**src/rtl/video_frame_writer.sv**
```systemverilog
// video_frame_writer: buffers scaler pixels in a FIFO and writes whole frames as fixed bursts
// into two ping-pong frame buffers, reporting the last complete one to the read side.
module video_frame_writer #(
   parameter int H_ACT = 640,
   parameter int V_ACT = 480,
   parameter int BURST_LEN = 16,
   parameter int FIFO_DEPTH = 64,
   parameter int ADDR_W = 28,
   parameter logic [ADDR_W-1:0] FRAME_BASE0 = 28'h000_0000,
   parameter logic [ADDR_W-1:0] FRAME_BASE1 = 28'h004_B000
) (
   input  logic                          pixclk_in,
   input  logic                          rst_n,
   input  logic                          vs_in,
   input  logic                          de_in,
   input  logic [31:0]                   wr_data,
   output logic                          wr_req,
   output logic [ADDR_W-1:0]             wr_addr,
   output logic [7:0]                    wr_len,
   input  logic                          wr_ack,
   output logic [31:0]                   wr_dout,
   output logic                          wr_dout_valid,
   input  logic                          wr_dout_ready,
   output logic                          rd_frame_sel,
   output logic                          frame_done,
   output logic                          overflow,
   output logic [$clog2(FIFO_DEPTH):0]   fifo_level
);
   localparam int TOTAL = H_ACT * V_ACT;
   localparam int PW = $clog2(FIFO_DEPTH);
   localparam int LW = PW + 1;
   localparam int CW = $clog2(TOTAL + 1);
   localparam int BW = $clog2(BURST_LEN);
   localparam logic [CW-1:0] TOT = CW'(TOTAL);
   localparam logic [CW-1:0] BL_C = CW'(BURST_LEN);
   localparam logic [LW-1:0] BL_L = LW'(BURST_LEN);
   localparam logic [LW-1:0] FULL_L = LW'(FIFO_DEPTH);
   typedef enum logic [1:0] {IDLE, REQ, DATA} state_t;
   state_t state_q, state_d;
   logic vs_q, vs_d, pending_q, pending_d, armed_q, armed_d, wr_sel_q, wr_sel_d;
   logic done_q, done_d, rd_sel_q, rd_sel_d, fd_q, fd_d, ovf_q, ovf_d;
   logic [ADDR_W-1:0] addr_q, addr_d;
   logic [CW-1:0] pix_q, pix_d, wcnt_q, wcnt_d;
   logic [BW-1:0] beat_q, beat_d;
   logic [LW-1:0] wp_q, wp_d, rp_q, rp_d, level;
   logic [31:0] mem [FIFO_DEPTH];
   logic start, restart, full, try_push, push, beat, last, fin;
   assign start = vs_in & ~vs_q;
   // a start seen mid-burst is deferred until the burst has fully drained
   assign restart = (state_q == IDLE) & (start | pending_q);
   assign level = wp_q - rp_q;
   assign full = level == FULL_L;
   assign try_push = armed_q & de_in & ~vs_in & ~pending_q & (pix_q < TOT);
   assign push = try_push & ~full;
   assign beat = (state_q == DATA) & wr_dout_ready;
   assign last = beat & (beat_q == BW'(BURST_LEN - 1));
   assign fin = last & (wcnt_q + BL_C == TOT);
   always_ff @(posedge pixclk_in or negedge rst_n)
      if (!rst_n) state_q <= IDLE;
      else state_q <= state_d;
   always_comb begin
      state_d = state_q;
      case (state_q)
         IDLE: state_d = (~restart & ~done_q & (level >= BL_L)) ? REQ : IDLE;
         REQ: state_d = wr_ack ? DATA : REQ;
         default: state_d = last ? IDLE : DATA;
      endcase
   end
   always_comb begin
      wr_req = state_q == REQ;
      wr_dout_valid = state_q == DATA;
      wr_addr = addr_q;
      wr_len = 8'(BURST_LEN);
      wr_dout = mem[rp_q[PW-1:0]];
      rd_frame_sel = rd_sel_q;
      frame_done = fd_q;
      overflow = ovf_q;
      fifo_level = level;
   end
   always_comb begin
      vs_d = vs_in;
      pending_d = restart ? 1'b0 : pending_q | (start & (state_q != IDLE));
      wr_sel_d = (restart & done_q) ? ~wr_sel_q : wr_sel_q;
      armed_d = armed_q | restart;
      done_d = restart ? 1'b0 : done_q | fin;
      rd_sel_d = fin ? wr_sel_q : rd_sel_q;
      addr_d = restart ? (wr_sel_d ? FRAME_BASE1 : FRAME_BASE0) : last ? addr_q + ADDR_W'(BURST_LEN) : addr_q;
      pix_d = restart ? '0 : pix_q + CW'(push);
      wcnt_d = restart ? '0 : last ? wcnt_q + BL_C : wcnt_q;
      beat_d = (state_q == REQ) ? '0 : beat ? beat_q + 1'b1 : beat_q;
      fd_d = fin;
      ovf_d = ovf_q | (try_push & full);
      wp_d = restart ? '0 : wp_q + LW'(push);
      rp_d = restart ? '0 : rp_q + LW'(beat);
   end
   always_ff @(posedge pixclk_in or negedge rst_n)
      if (!rst_n) begin
         vs_q <= 1'b0;
         pending_q <= 1'b0;
         armed_q <= 1'b0;
         wr_sel_q <= 1'b0;
         done_q <= 1'b0;
         rd_sel_q <= 1'b1;
         fd_q <= 1'b0;
         ovf_q <= 1'b0;
         addr_q <= FRAME_BASE0;
         pix_q <= '0;
         wcnt_q <= '0;
         beat_q <= '0;
         wp_q <= '0;
         rp_q <= '0;
      end else begin
         vs_q <= vs_d;
         pending_q <= pending_d;
         armed_q <= armed_d;
         wr_sel_q <= wr_sel_d;
         done_q <= done_d;
         rd_sel_q <= rd_sel_d;
         fd_q <= fd_d;
         ovf_q <= ovf_d;
         addr_q <= addr_d;
         pix_q <= pix_d;
         wcnt_q <= wcnt_d;
         beat_q <= beat_d;
         wp_q <= wp_d;
         rp_q <= rp_d;
      end
   always_ff @(posedge pixclk_in)
      if (push) mem[wp_q[PW-1:0]] <= wr_data;
endmodule

```
**config.mk**
```make
export PLATFORM = sky130hd
export DESIGN_NAME = video_frame_writer
export DESIGN_NICKNAME = d
export VERILOG_FILES = /design/src/rtl/video_frame_writer.sv
export SDC_FILE = /design/constraint.sdc
export NUM_CORES = 2
export LEC_CHECK = 0
export BUFFER_PORTS_ARGS = -buffer_cell sky130_fd_sc_hd__buf_2
export CELL_PAD_IN_SITES_DETAIL_PLACEMENT = 0
export CELL_PAD_IN_SITES_GLOBAL_PLACEMENT = 1
export CORE_MARGIN = 5
export CORE_UTILIZATION = 40
export CTS_CLUSTER_DIAMETER = 150
export DETAILED_ROUTE_END_ITERATION = 7
export GPL_TIMING_DRIVEN = 1
export PLACE_DENSITY = 0.59
export SLEW_MARGIN = 10
export SYNTH_ARGS = -nofsm -noshare
export SYNTH_HDL_FRONTEND = slang
export SYNTH_SLANG_ARGS = --single-unit
```
**constraint.sdc**
```tcl
create_clock -name pixclk_in -period 5.5 [get_ports pixclk_in]
set_input_delay 0.825 -clock pixclk_in [delete_from_list [all_inputs] [get_ports pixclk_in]]
set_output_delay 0.825 -clock pixclk_in [all_outputs]
set_load 0.03 [all_outputs]
```
## After elaboration in Yosys (flattened, before gate mapping)

Memories as Yosys holds them, arrays and structs flattened.
Cells that the tools add are included.

- Memories: 1
- Memory bits (writable): 2048
- Input bits: 38
- Flip-flop bits (word level): 94
- Logic and storage cells: 80
- Output and inout port bits: 80

Memories:

| name | words | width | read ports | clocked after memory_dff | write ports | RTL line | RTL |
|---|---|---|---|---|---|---|---|
| mem | 64 | 32 | 1 | 0 | 1 | 46 | `logic [31:0] mem [FIFO_DEPTH];` |

- Add/sub/neg operators: 7
- Magnitude comparators: 2
- Multiplexer cells: 19
- Reduce and logical (&&, ||, !) cells: 4
- Eq/ne operators: 5
- Bitwise operators: 27

Operator list:

| cell | count |
|---|---|
| $mux W19 | 4 |
| $mux W28 | 2 |
| $add A28 B5 Y28 const B | 1 |
| $add A19 B1 Y19 | 1 |
| $add A19 B5 Y19 const B | 1 |
| $eq A19 B19 Y1 const B | 1 |
| $lt A19 B19 Y1 const B | 1 |
| $and A1 B1 Y1 | 15 |
| $add A7 B1 Y7 | 2 |
| $mux W7 | 2 |
| $mux W4 | 2 |
| $eq A7 B7 Y1 const B | 1 |
| $ge A7 B5 Y1 const B | 1 |
| $not A1 Y1 | 7 |
| $sub A7 B7 Y7 | 1 |
| $mux W1 | 6 |
| $reduce_bool A2 Y1 | 3 |
| $or A1 B1 Y1 | 5 |
| $add A4 B1 Y4 const B | 1 |
| $eq A4 B4 Y1 const B | 1 |
| $mux W2 | 2 |
| $pmux W2 S2 | 1 |
| $eq A2 B1 Y1 const B | 1 |
| $eq A2 B2 Y1 const B | 1 |
| $logic_not A2 Y1 | 1 |

## Logic depth before layout (Yosys ltp)

- Word-level depth: 9
- Mapped depth: 21

## Least setup slack after synthesis

OpenSTA, ideal clock, no wires.

- Path type: register to register
- Start: register rp_q[1]
- End: memory mem[34][0], enable pin
- Path slack: 0.055 ns
- Period minus slack after synthesis: 5.445 ns
- Cell stages (with the launch flop): 14
- Data arrival time: 4.984 ns
- Path through: dfrtp_1 > buf_2 > clkbuf_1 > clkbuf_1 > inv_1 > ha_1 > nor2b_1 > o21ai_1 > nand3_1 > a311oi_1 > o31ai_1 > buf_2 > buf_2 > nor3_1

- Longest elaborated chain between the ends: 6

Ends and longest elaborated chain:

| element | RTL line | RTL |
|---|---|---|
| start, declared | 45 | `logic [LW-1:0] wp_q, wp_d, rp_q, rp_d, level;` |
| start signal, assigned | 126 | `rp_q <= rp_d;` |
| $sub A7 B7 Y7 | 51 | `assign level = wp_q - rp_q;` |
| $eq A7 B7 Y1 | 52 | `assign full = level == FULL_L;` |
| $not A1 Y1 | 54 | `assign push = try_push & ~full;` |
| $and A1 B1 Y1 | 54 |  |
| $mux W1 | 129 | `if (push) mem[wp_q[PW-1:0]] <= wr_data;` |
| $mux W1 (implied by the code) | 129 |  |
| end, declared | 46 |  |

Every way passes these cells.

## Worst setup path after layout

- Start: register rp_q[0]
- End: output wr_dout[3]

- Longest elaborated chain between the ends: 1

Ends and longest elaborated chain:

| element | RTL line | RTL |
|---|---|---|
| $mem_v2 Z64 W32 | -- |  |
| end, declared | 21 | `output logic [31:0] wr_dout,` |

Every way passes these cells.

==> results.yml <==
status:
  status: "finished, final reports clean"
critical_path:
  critPathArrivalTime_ns: 4.48
  r2r-end: "pix_q[16]"
  ff2ff_path_depth: 16
  crit_start: "rp_q[0]"
  reg2reg_slack_ns: 0.97
  end_kind: "output pin"
  rr_startpoint: "rp_q[0]"
  worstPathRequired_ns: 4.68
  worst-path-max-fanout: 21
  path_class: "flop to output pin"
  worstSetupStartpointType: "flop"
sta:
  tns_ns: 0
  finalHoldViolCount: 0
  fin_crit_sh_pct: 96.4
  period_needed_ns: 5.30
  setup_viol: 0
  slew_headroom_pct: 16.9
  worst_slew_pin_slew_ns: 1.25
  skew_ns: 0.0252
  fmax_mhz: 189
  grt_setup_unrepaired: "false"
  drv_slew: 0
placed_design:
  detailed_place_hpwl_um: 114000
  portBuffers: 105
  gp_congestion: 0.769
  dp_cells: 6336
global_route:
  overflow: 0
  grt_use_total_pct: 19.7
  antenna_found_initial: 17
  grt_pass1_wl_um: 303000
  grt_pass1_vias: 39439
  grt_max_degree: 78
logic_synthesis:
  yosys_warnings: 0
  synth_top_area_share_pct: 74.6
  syn_area_per_cell_sq_um: 23.1
  netlist_area_sq_mm: 0.0825
  synth_seq_area_share_pct: 77.2
  synthCells: 3566
  synthTopCellsByArea: "edfxtp_1 75%, mux4_2 17%, dfrtp_1 2.6%, a22oi_1 0.57%, nor3_1 0.46%"
  synthArstFlopShare_pct: 4.03
  yosysTopAreaCell: "edfxtp_1"
  synth-edff-count: 2048
  yosysUniqueCellTypes: 61
  synth_ff_type: "edfxtp_1"
  synth.most_common_cell: "edfxtp_1"
  ys_ff_latch: 2134
  synthTopCellsByCount: "2048 x edfxtp_1, 635 x mux4_2, 94 x clkbuf_1, 85 x dfrtp_1, 85 x nand2_1"
clock_network:
  clockBufferDepth: 3
  postCtsHoldBufs: 0
  path_clk_slew_ns: 0.06
  ctsResizeCount: 0
  cts_max_level: 4
  clk_latency_ns: 0.84
  cts_setup_buffers: 0
  cts_made_buffers: 210
  clkSinkCount: 2134
  cts_tree: "done"
  root_buffer: "clkbuf_16"
power:
  pwr_density_cell_mw_per_mm2: 465
  combPwrFrac_pct: 26.3
  ir_worst_vdd_mv: 0.408
  p_int_mw: 31.2
  netSwitchingFraction_pct: 28.8
  switchingPower_mw: 12.6
  p_leak_nw: 29.6
  seqPwrFrac_pct: 41.6
  power_frac_clock_pct: 32.1
min_path:
  min_path_type: "input port to asynchronous set/reset pin"
floorplan:
  die_area_sq_mm: 0.215
  initial_core_util_pct: 40.3
  die_h_um: 464
  die_w_um: 464
  rows: 166
  io_pins: 118
  core_area_sq_mm: 0.205
route:
  finalWirelength_um: 213000
  firstDrtPassIters: 5
  drc: 0
  drtIter0Drc: 4093
  wl_per_cell_um: 31.6
  drt-vias-per-instance: 5.72
  num_vias: 38525
  drtAntennaViolNets: 0
run:
  drv_cap: 0
final_layout:
  final_util_pct: 46.0
  drive_above_1_share_pct: 32.0
  area_growth_pct: 14.2
  finalNetCount: 3916
  finalNonFillerCells: 6731
[layout make-up]
class,count,area [sq um]
clock buffer,253,5530
tap,2688,3360
antenna,2,5.00
sequential,2134,63700
timing repair buffer,272,2090
multi-input combinational,1225,18200
clock inverter,139,1210
inverter,18,75.1
fill,16902,111000
[state kept, by name, summed over array words and instances, names as in the netlist, 2 cells and up]
signal	cells
wr_addr	24
wp_q	7
mem	2048
rp_q	7
pix_q	19
state_q	2
beat_q	4
wcnt_q	15
[metrics by stage]
stage                     power, mW  setup slack, ns  hold WS [ns]  area, sq um
final                          43.8            0.199        0.0804        94100
after global routing           45.5           0.0450         0.111        94100
after floorplan                26.5           0.0552         0.435        82500
after detailed placement       30.3            0.946         0.453        87400
after CTS                      44.4          0.00653        0.0461        94100
after global placement         30.3            0.938         0.449        87400
[layer usage]
metal | vias up | part of all wire [%] | track usage [%]
met5 | - | 0.054 | 0
met4 | 18 | 1.8 | 4.04
met3 | 266 | 6.2 | 3.87
met2 | 1162 | 50 | 32.5
met1 | 21252 | 42 | 27.6
li1 | 15827 | - | -
[logic make-up (layout without fill, tap and decap cells)]
kind of cell | count (synthesis) | after routing | share of synthesized area, %
simple gates | 340 | 340 | 2.00
xor+xnor | 46 | 46 | 0.489
mux | 645 | 645 | 17.5
other cells | 2 | 14 | 0.00911
fa+ha+maj | 17 | 17 | 0.267
buf+inv | 217 | 682 | 1.23
flops | 2134 | 2134 | 77.2
compound gates | 165 | 165 | 1.34
[cells in the final DEF, fill, tap and decap left out, types with 18 or more instances in the layout]
master and count:
a21oi_1 18, bufinv_16 18, mux4_2 635, clkbuf_16 214
buf_2 104, nor3_2 65, nor2_1 63, buf_4 143
edfxtp_1 2048, nand3_1 31, clkinv_1 51, dfrtp_1 82
buf_12 24, a22oi_1 63, clkbuf_1 36, nand2_1 85
xor2_1 29, clkinv_2 49, o21ai_0 40
[worst max path at each step]
stage	to	cells after the start	slack, ns
after floorplan	mem[34][0]	13	0.06
after global placement	wr_dout[3]	6	0.94
after detailed placement	wr_dout[3]	6	0.95
after CTS	wr_dout[3]	6	0.007
after global routing	wr_dout[7]	6	0.05
final	wr_dout[3]	6	0.20
[critical path, stage by stage, from the launching register on]
cell and delay, ns:
dfrtp_4 0.78, buf_4 0.51, mux4_2 0.57, mux4_2 0.50, a22oi_1 0.66, nand2_1 0.31, buf_2 0.27
[power groups by stage]
stage | clock network (mW) | logic, mW | registers [mW]
after detailed placement | 0 | 11.8 | 18.5
after global placement | 0 | 11.7 | 18.5
after floorplan | 0 | 8.10 | 18.4
final | 14.1 | 11.5 | 18.2
after global routing | 15.1 | 12.2 | 18.2
after CTS | 14.4 | 11.8 | 18.2
No activity file was read; power rests on OpenSTA's default activity.
